<file path="src/rtl/lcb_pkg.sv">
// Constants and state encoding shared by the LCB frame packer and receiver.
package lcb_pkg;

    localparam int LCB_FRAME_BYTES    = 15;
    localparam int LCB_GROUPS         = 3;
    localparam int LCB_MEAS_PER_GROUP = 4;
    localparam int LCB_MEAS_PER_FRAME = 12;
    localparam int LCB_ORB_WORDS      = 384;

    typedef enum logic [2:0] {
        ST_IDLE   = 3'd0,
        ST_READ   = 3'd1,
        ST_WAITRD = 3'd2,
        ST_SEND   = 3'd3,
        ST_GAP    = 3'd4,
        ST_DONE   = 3'd5
    } lcb_pack_state_t;

    // First orbit-word address of frame n: n*12 built from two shifts.
    function automatic logic [8:0] lcb_frame_base(input logic [4:0] n);
        return {1'b0, n, 3'b000} + {2'b00, n, 2'b00};
    endfunction

endpackage

</file>
<file path="src/rtl/lcb_group_fmt.sv">
// Selects one byte of a 5-byte LCB group: the packed MSB byte first,
// then the low bytes of the four measures.
module lcb_group_fmt (
    input  logic [9:0] m0,
    input  logic [9:0] m1,
    input  logic [9:0] m2,
    input  logic [9:0] m3,
    input  logic [2:0] byte_sel,
    output logic [7:0] fmt_byte
);

    // Byte mux; out-of-range selections return zero.
    always_comb begin
        fmt_byte = 8'h00;
        case (byte_sel)
            3'd0:    fmt_byte = {m0[9:8], m1[9:8], m2[9:8], m3[9:8]};
            3'd1:    fmt_byte = m0[7:0];
            3'd2:    fmt_byte = m1[7:0];
            3'd3:    fmt_byte = m2[7:0];
            3'd4:    fmt_byte = m3[7:0];
            default: fmt_byte = 8'h00;
        endcase
    end

endmodule

</file>
<file path="src/rtl/lcb_frame_packer.sv">
// Reads the 12 measures of one LCB frame from orbit-word memory, group by
// group, and streams the 15 packed bytes to a byte-serial transmitter.
module lcb_frame_packer
    import lcb_pkg::*;
#(
    parameter int RD_LAT = 2
) (
    input  logic       clk,
    input  logic       reset,
    input  logic       start,
    input  logic [4:0] frameNum,
    output logic [8:0] measAddr,
    output logic       measRdEn,
    input  logic [11:0] measData,
    output logic [7:0] txData,
    output logic       txStart,
    input  logic       txBusy,
    output logic       busy,
    output logic       done
);

    localparam logic [1:0] LAT_LAST = 2'(RD_LAT - 1);
    localparam logic [1:0] K_LAST   = 2'(LCB_MEAS_PER_GROUP - 1);
    localparam logic [1:0] G_LAST   = 2'(LCB_GROUPS - 1);
    localparam logic [2:0] B_LAST   = 3'(LCB_MEAS_PER_GROUP);

    lcb_pack_state_t state_reg, state_next;
    logic [8:0] base_reg, base_next;
    logic [1:0] g_reg, g_next;
    logic [1:0] k_reg, k_next;
    logic [2:0] b_reg, b_next;
    logic [1:0] lat_cnt_reg, lat_cnt_next;
    // Set once the current byte has been handed to the transmitter.
    logic       sent_reg, sent_next;

    logic       cap_en;
    logic       try_send;
    logic       emit;
    logic [8:0] rd_addr;
    logic [7:0] fmt_byte;
    logic [9:0] meas_word;
    logic [9:0] m3_fmt;
    logic [9:0] m_reg [LCB_MEAS_PER_GROUP];
    logic [LCB_MEAS_PER_GROUP-1:0] cap_sel;
    logic       meas_pad_unused;

    // Stored word is {pad, meas, pad}; the pad bits carry nothing.
    assign meas_word       = measData[10:1];
    assign meas_pad_unused = measData[11] ^ measData[0];

    // Address of the next read: base + 4g + k, which is base + {g, k}.
    assign rd_addr = base_next + {5'b00000, g_next, k_next};

    // One capture enable per measure register of the current group.
    for (genvar gi = 0; gi < LCB_MEAS_PER_GROUP; gi++) begin : g_cap_sel
        assign cap_sel[gi] = cap_en && (k_reg == 2'(gi));
    end

    // The MSB byte goes out on the same edge that captures measure 3, so
    // the formatter sees the incoming word instead of the stale register.
    assign m3_fmt = cap_sel[LCB_MEAS_PER_GROUP-1] ? meas_word : m_reg[3];

    lcb_group_fmt u_fmt (
        .m0       (m_reg[0]),
        .m1       (m_reg[1]),
        .m2       (m_reg[2]),
        .m3       (m3_fmt),
        .byte_sel (b_next),
        .fmt_byte (fmt_byte)
    );

    // Next-state logic: read 4 measures, send 5 bytes, repeat per group.
    always_comb begin
        state_next   = state_reg;
        base_next    = base_reg;
        g_next       = g_reg;
        k_next       = k_reg;
        b_next       = b_reg;
        lat_cnt_next = lat_cnt_reg;
        sent_next    = sent_reg;
        cap_en       = 1'b0;
        try_send     = 1'b0;
        emit         = 1'b0;
        case (state_reg)
            ST_IDLE: begin
                if (start) begin
                    base_next  = lcb_frame_base(frameNum);
                    g_next     = 2'd0;
                    k_next     = 2'd0;
                    b_next     = 3'd0;
                    state_next = ST_READ;
                end
            end
            ST_READ: begin
                lat_cnt_next = 2'd0;
                state_next   = ST_WAITRD;
            end
            ST_WAITRD: begin
                if (lat_cnt_reg == LAT_LAST) begin
                    cap_en = 1'b1;
                    if (k_reg != K_LAST) begin
                        k_next     = k_reg + 2'd1;
                        state_next = ST_READ;
                    end else begin
                        b_next     = 3'd0;
                        state_next = ST_SEND;
                        try_send   = 1'b1;
                    end
                end else begin
                    lat_cnt_next = lat_cnt_reg + 2'd1;
                end
            end
            ST_SEND: begin
                if (sent_reg) begin
                    state_next = ST_GAP;
                end else begin
                    try_send = 1'b1;
                end
            end
            ST_GAP: begin
                if (b_reg != B_LAST) begin
                    b_next     = b_reg + 3'd1;
                    state_next = ST_SEND;
                    try_send   = 1'b1;
                end else if (g_reg != G_LAST) begin
                    g_next     = g_reg + 2'd1;
                    k_next     = 2'd0;
                    state_next = ST_READ;
                end else begin
                    state_next = ST_DONE;
                end
            end
            ST_DONE: begin
                state_next = ST_IDLE;
            end
            default: begin
                state_next = ST_IDLE;
            end
        endcase
        // A byte is launched on the edge that enters (or waits in) SEND
        // while the transmitter is free, so txStart is high in SEND itself.
        if (try_send) begin
            emit      = !txBusy;
            sent_next = !txBusy;
        end
    end

    // Control state registers.
    always_ff @(posedge clk or posedge reset) begin
        if (reset) begin
            state_reg   <= ST_IDLE;
            base_reg    <= 9'd0;
            g_reg       <= 2'd0;
            k_reg       <= 2'd0;
            b_reg       <= 3'd0;
            lat_cnt_reg <= 2'd0;
            sent_reg    <= 1'b0;
        end else begin
            state_reg   <= state_next;
            base_reg    <= base_next;
            g_reg       <= g_next;
            k_reg       <= k_next;
            b_reg       <= b_next;
            lat_cnt_reg <= lat_cnt_next;
            sent_reg    <= sent_next;
        end
    end

    // Measure registers of the current group, loaded as read data arrives.
    always_ff @(posedge clk or posedge reset) begin
        if (reset) begin
            for (int i = 0; i < LCB_MEAS_PER_GROUP; i++) begin
                m_reg[i] <= 10'd0;
            end
        end else begin
            for (int i = 0; i < LCB_MEAS_PER_GROUP; i++) begin
                if (cap_sel[i]) begin
                    m_reg[i] <= meas_word;
                end
            end
        end
    end

    // Registered outputs, derived from the state being entered.
    always_ff @(posedge clk or posedge reset) begin
        if (reset) begin
            measAddr <= 9'd0;
            measRdEn <= 1'b0;
            txData   <= 8'h00;
            txStart  <= 1'b0;
            busy     <= 1'b0;
            done     <= 1'b0;
        end else begin
            measRdEn <= (state_next == ST_READ);
            if (state_next == ST_READ) begin
                measAddr <= rd_addr;
            end
            txStart <= emit;
            if (emit) begin
                txData <= fmt_byte;
            end
            busy <= (state_next != ST_IDLE);
            done <= (state_next == ST_DONE);
        end
    end

endmodule
</file>
<file path="config.mk">
export PLATFORM = sky130hd
export DESIGN_NAME = lcb_frame_packer
export DESIGN_NICKNAME = d
export VERILOG_FILES = /design/src/rtl/lcb_pkg.sv /design/src/rtl/lcb_group_fmt.sv /design/src/rtl/lcb_frame_packer.sv
export SDC_FILE = /design/constraint.sdc
export NUM_CORES = 1
export LEC_CHECK = 0
export ABC_AREA = 1
export BUFFER_PORTS_ARGS = -buffer_cell sky130_fd_sc_hd__buf_2
export CAP_MARGIN = 40
export CORE_MARGIN = 5
export CORE_UTILIZATION = 37
export CTS_BUF_LIST = sky130_fd_sc_hd__clkbuf_4 sky130_fd_sc_hd__clkbuf_8
export DETAILED_ROUTE_END_ITERATION = 10
export GPL_TIMING_DRIVEN = 0
export PLACE_DENSITY = 0.5
export SYNTH_ARGS = -nofsm -noshare
export SYNTH_HDL_FRONTEND = slang
export SYNTH_SLANG_ARGS = --single-unit
</file>
<file path="constraint.sdc">
create_clock -name clk -period 4.85 [get_ports clk]
set_clock_uncertainty 0.05 [all_clocks]
set_input_delay 0.97 -clock clk [delete_from_list [all_inputs] [get_ports clk]]
set_output_delay 0.97 -clock clk [all_outputs]
set_load 0.05 [all_outputs]
</file>
# --- Yosys cells after proc, flatten, opt, wreduce, memory -nomap -nowiden ---
# Index checks and enable logic that the tools add are counted.
op_classes:
  reduce_logical: 11
  bitwise: 0
  shifts: 0
  n_mul: 0
  n_addsub: 6
  div_mod_pow: 0
  n_lt_le_gt_ge: 0
  muxes: 36
  eq_ne: 18
ops:
  columns: ["cell", "n"]
  rows:
  - ["case mux 8 bit (5 select lines)", 1]
  - ["two-way mux 3 bit", 9]
  - ["two-way mux 2 bit", 10]
  - ["two-way mux 9 bit", 2]
  - ["case mux 3 bit (5 select lines)", 1]
  - ["equality test 3 x 2 -> 1 bit, second input constant", 4]
  - ["two-way mux 10 bit", 1]
  - ["adder 8 x 7 -> 9 bit", 1]
  - ["adder 9 x 4 -> 9 bit", 1]
  - ["equality test 3 x 1 -> 1 bit, second input constant", 3]
  - ["equality test 3 bit, second input constant", 3]
  - ["case mux 3 bit (3 select lines)", 1]
  - ["case mux 2 bit (2 select lines)", 2]
  - ["two-way mux 1 bit", 7]
  - ["adder 2 x 1 -> 2 bit, second input constant", 3]
  - ["logical NOT 3 bit", 2]
  - ["inequality test 2 bit, second input constant", 3]
  - ["case mux 2 bit (3 select lines)", 1]
  - ["equality test 2 x 1 -> 1 bit, second input constant", 2]
  - ["equality test 2 bit, second input constant", 2]
  - ["logical AND 1 bit", 4]
  - ["adder 3 x 1 -> 3 bit, second input constant", 1]
  - ["inequality test 3 bit, second input constant", 1]
  - ["case mux 1 bit (3 select lines)", 1]
  - ["5 further kinds", 5]
word_totals:
  input_bits: 21
  regBits: 83
  latch_bits: 0
  ram_bits: 0
  elab_cells: 88
  mem_bits_ro: 0
  memories: 0
  output_inout_bits: 21

# --- Depth between registers and ports, before layout ---
depth:
  ltp_word: 6
  ltp_mapped: 16
  ltp_nobuf: 15

# --- Modules after synthesis ---
# From an unflattened synthesis, not the netlist that was laid out.
hier_totals:
  hier_cells: 506
  hier_area_um2: 4310.4
by_module_without_submodules:
  columns: ["mod", "area_each_um2", "cells_each", "seq_area_each_um2", "n_inst"]
  rows:
  - ["lcb_frame_packer", 3806.2, 410, 2077.0, 1]
  - ["lcb_group_fmt", 504.2, 96, 0.0, 1]

# --- Worst setup path before layout ---
# No wires, ideal clock.
synth_timing:
  path_type: "input to register"
  from: "in start"
  to: "reg measAddr[8]"
  setup_time_ns: 0.118
  arrival_time_ns: 2.681
  n_path_buf: 0
  slack_ns: 2.001
  path_stages: 15
  cell_sequence: "inv_1 -> nand3_2 -> nand2_1 -> a21oi_1 -> nand2_1 -> a21oi_1 -> o22ai_1 -> ha_1 -> fa_1 -> a31oi_1 -> nor2_2 -> nand2_1 -> o21bai_1 -> nand3_1 -> nand2_1"
synth_via:
  elab_chain_len: 3
  word_cells_on_any_way: 10
  classes_between: "add/sub (1); eq/ne (1); mux (8)"
synth_rtl:
  columns: ["element", "line", "rtl"]
  rows:
  - ["start, declared", "lcb_frame_packer.sv:10", "input logic start,"]
  - ["two-way mux 2 bit", "lcb_frame_packer.sv:86", "if (start) begin"]
  - ["case mux 2 bit (3 select lines)", "lcb_frame_packer.sv:84", "case (state_reg)"]
  - ["via k_next[0]", "lcb_frame_packer.sv:30", "logic [1:0] k_reg, k_next;"]
  - ["adder 9 x 4 -> 9 bit", "lcb_frame_packer.sv:52", "assign rd_addr = base_next + {5'b00000, g_next, k_next};"]
  - ["end signal, assigned", "lcb_frame_packer.sv:196", "measAddr <= rd_addr;"]
  - ["end, declared", "lcb_frame_packer.sv:12", "output logic [8:0] measAddr,"]
# The timed path passes the listed nets, and every way through them passes these cells.
# A chain may end at the register's enable or synchronous reset.

# --- Worst setup path after layout ---
# Ends and elaborated chain as after synthesis.

==> reports/metrics.cfg <==
[global_route]
grt_pass1_wl_um=17620
grt_max_degree=54
antenna_found_initial=0
grt_usage_pct=16.89
grt_pass1_vias=3490
overflow=0

[synth]
ys.warnings.count=0
yosys_register_bits=83
syn_area_mm2=0.004158
synth_cell_type_count=33
netlist_instances=479
syn_nets=517
synth_ff_type=dfrtp_1
synth_edf_count=0
synth.avg_cell_area_um2=8.680
ys_seq_area_share_pct=49.95
synthArstFlopShare_pct=100.0

[setup_path]
crit_chain=buf_2 > inv_1 > nand3_2 > nand2_1 > a21oi_1 > nand2_1 > a21oi_1 > o22ai_1 > ha_1 > fa_1 > a31oi_1 > nor2_2 > nand2_1 > o21bai_1 > nand3_1 > nand2_1
arrival_ps=3080
cp_max_fo=3
crit_slowest_cell=fa_1
rr_worst_depth=15
slowest_delay_ps=410
startpoint=start
ff2ff_setup_slack_ps=2050
critical_path_required_ps=5060
critPathCaptureType=flip-flop
r2r-start=state_reg[0]
startpoint_type=input pin
rr_endpoint=measAddr[8]
cp_common_cell=nand2_1
critPathKind=input pin to flip-flop
crit_end=measAddr[8]

[clock_tree]
cts_setup_buffers=0
clock_sink_count=83
post_cts_resized=0
clk_latency_ps=360
cts_htree_levels=3
cts_hold_buf=0
cts_root_buf=clkbuf_8
tritoncts=done
cts_max_path_buffers=2
cts_made_buffers=9
clk_pin_slew_ps=90

[timing]
min_period_over_period_pct=59.08
holdWs_ps=417.6
max-slew-margin-rel_pct=59.62
slew_viol_final=0
tightest_slew_ps=605.7
period_needed_ps=2865
hold_violations=0
tns_ps=0
final-setup-viol-count=0
fmax_mhz=349.0
rsz0062_at_grt=no

[cells_and_area]
layout-drive-gt1-share_pct=17.01
final_util_pct=43.58
fill_cells=1150
fin_cells=675
largest_register_ff_count=40
finalNetCount=568
area_growth_pct=14.63
num_antenna_cells=0

[floorplan]
ios=42
start_util_pct=38.02
die-area_mm2=0.01346
die_w_um=116.0
die_h_um=116.0
num_rows=38
placeableCoreArea_mm2=0.01094

[drt]
via_per_inst=5.016
post-route-drc-count=0
first_iter_violations=170
firstDrtPassIters=5
totalWireLength_um=10400
vias=3386
wl_per_cell_um=15.40
ant_nets=0

[power]
combPwrFrac_pct=43.5
p_per_area_mw_per_mm2=603.6
ir_drop_uv=252.5
leakage_nw=2.475
power.total_mw=2.877
p_int_mw=1.612
clkPwrFrac_pct=18.2
switchingPower_mw=1.264
p_seq_share_pct=38.3
swShare_pct=43.94

[placement]
hpwl_um=7363
placed_cells=659
gp_congestion=0.8419
numPortBuffers=39

[worst_hold_path]
whs_path_depth=2
hold_path.class=flip-flop to flip-flop

[job]
drv_cap=0

[run_status]
outcome=complete, no violations

-- worst max-delay path, delay by kind of cell --
| family | cells | cell delay, ps |
|---|---|---|
| AND/OR/NAND/NOR | 7 | 560 |
| buffers and inverters | 2 | 160 |
| AO/OA/AOI/OAI | 5 | 720 |
| adder cells (fa/ha/maj) | 2 | 650 |
-- power by group through the flow --
stage	Combinational (mW)	Clock, mW	Sequential, mW
finish	1.25	0.523	1.10
global route	1.40	0.579	1.14
CTS	1.27	0.545	1.10
detailed placement	1.26	0	1.12
global placement	1.25	0	1.11
floorplan	0.697	0	1.35
-- metrics by stage --
stage	worst slack, ps	cell area, um2
finish	1985	4766
CTS	2019	4766
floorplan	1693	4158
detailed placement	1630	4558
global placement	594.3	4528
global route	1806	4766
-- final cells by class --
type	instances	area, um2	area share (%)
Sequential cell	83	2077	43.58
Buffer	19	103.9	2.179
Clock buffer	12	158.9	3.334
Tap cell	140	175.2	3.676
Inverter	41	156.4	3.282
Clock inverter	4	48.80	1.024
Multi-Input combinational cell	336	1823	38.25
Timing Repair Buffer	40	222.7	4.673
-- Yosys cell counts, types with 6 or more instances --
| master | number | area share (%) |
|---|---|---|
| a21oi_1 | 10 | 1.2 |
| buf_2 | 8 | 0.96 |
| clkbuf_1 | 6 | 0.54 |
| dfrtp_1 | 83 | 50 |
| ha_1 | 15 | 4.5 |
| inv_1 | 36 | 3.3 |
| nand2_1 | 140 | 13 |
| nand3_1 | 48 | 5.8 |
| nand4_1 | 20 | 3.0 |
| nor2_1 | 10 | 0.90 |
| o21ai_0 | 37 | 4.5 |
| o21ai_1 | 13 | 1.6 |
| o21bai_1 | 9 | 1.6 |
-- routing by layer --
metal  track usage (%)  vias to the layer above  wire length, um
met3             2.820                       20              441
met4             7.270                        0              248
met5                 0                        -                0
met1             22.51                     1594             4845
li1                  -                     1695                -
met2             27.23                       77             4862
-- cells by family (layout without fill, tap and decap cells) --
group	Yosys count	count (layout)	synth area share, %
XOR/XNOR	6	6	1.264
AO/OA/AOI/OAI	79	79	10.56
buffers and inverters	60	116	6.199
flip-flops	83	83	49.95
adder cells (fa/ha/maj)	17	17	5.477
AND/OR/NAND/NOR	234	234	26.54
-- how the worst min path moves through the flow --
| stage | start | end | slack, ps |
|---|---|---|---|
| finish | base_reg[0] | base_reg[0] | 420 |
| global placement | base_reg[0] | base_reg[0] | 400 |
| CTS | base_reg[0] | base_reg[0] | 420 |
| global route | txData[7] | txData[7] | 460 |
| floorplan | base_reg[0] | base_reg[0] | 380 |
| detailed placement | base_reg[0] | base_reg[0] | 400 |
-- placed cells by master (no fill, tap or decap), drive strengths merged, types with 3 or more instances in the layout --
cell,count
nand2,140
dfrtp,83
nand3,54
buf,53
o21ai,50
inv,40
nand4,21
clkbuf,18
nor2,17
ha,15
a21oi,11
o21bai,9
xnor2,5
clkinv,4
o22ai,3
No activity file was read; power rests on OpenSTA's default activity.
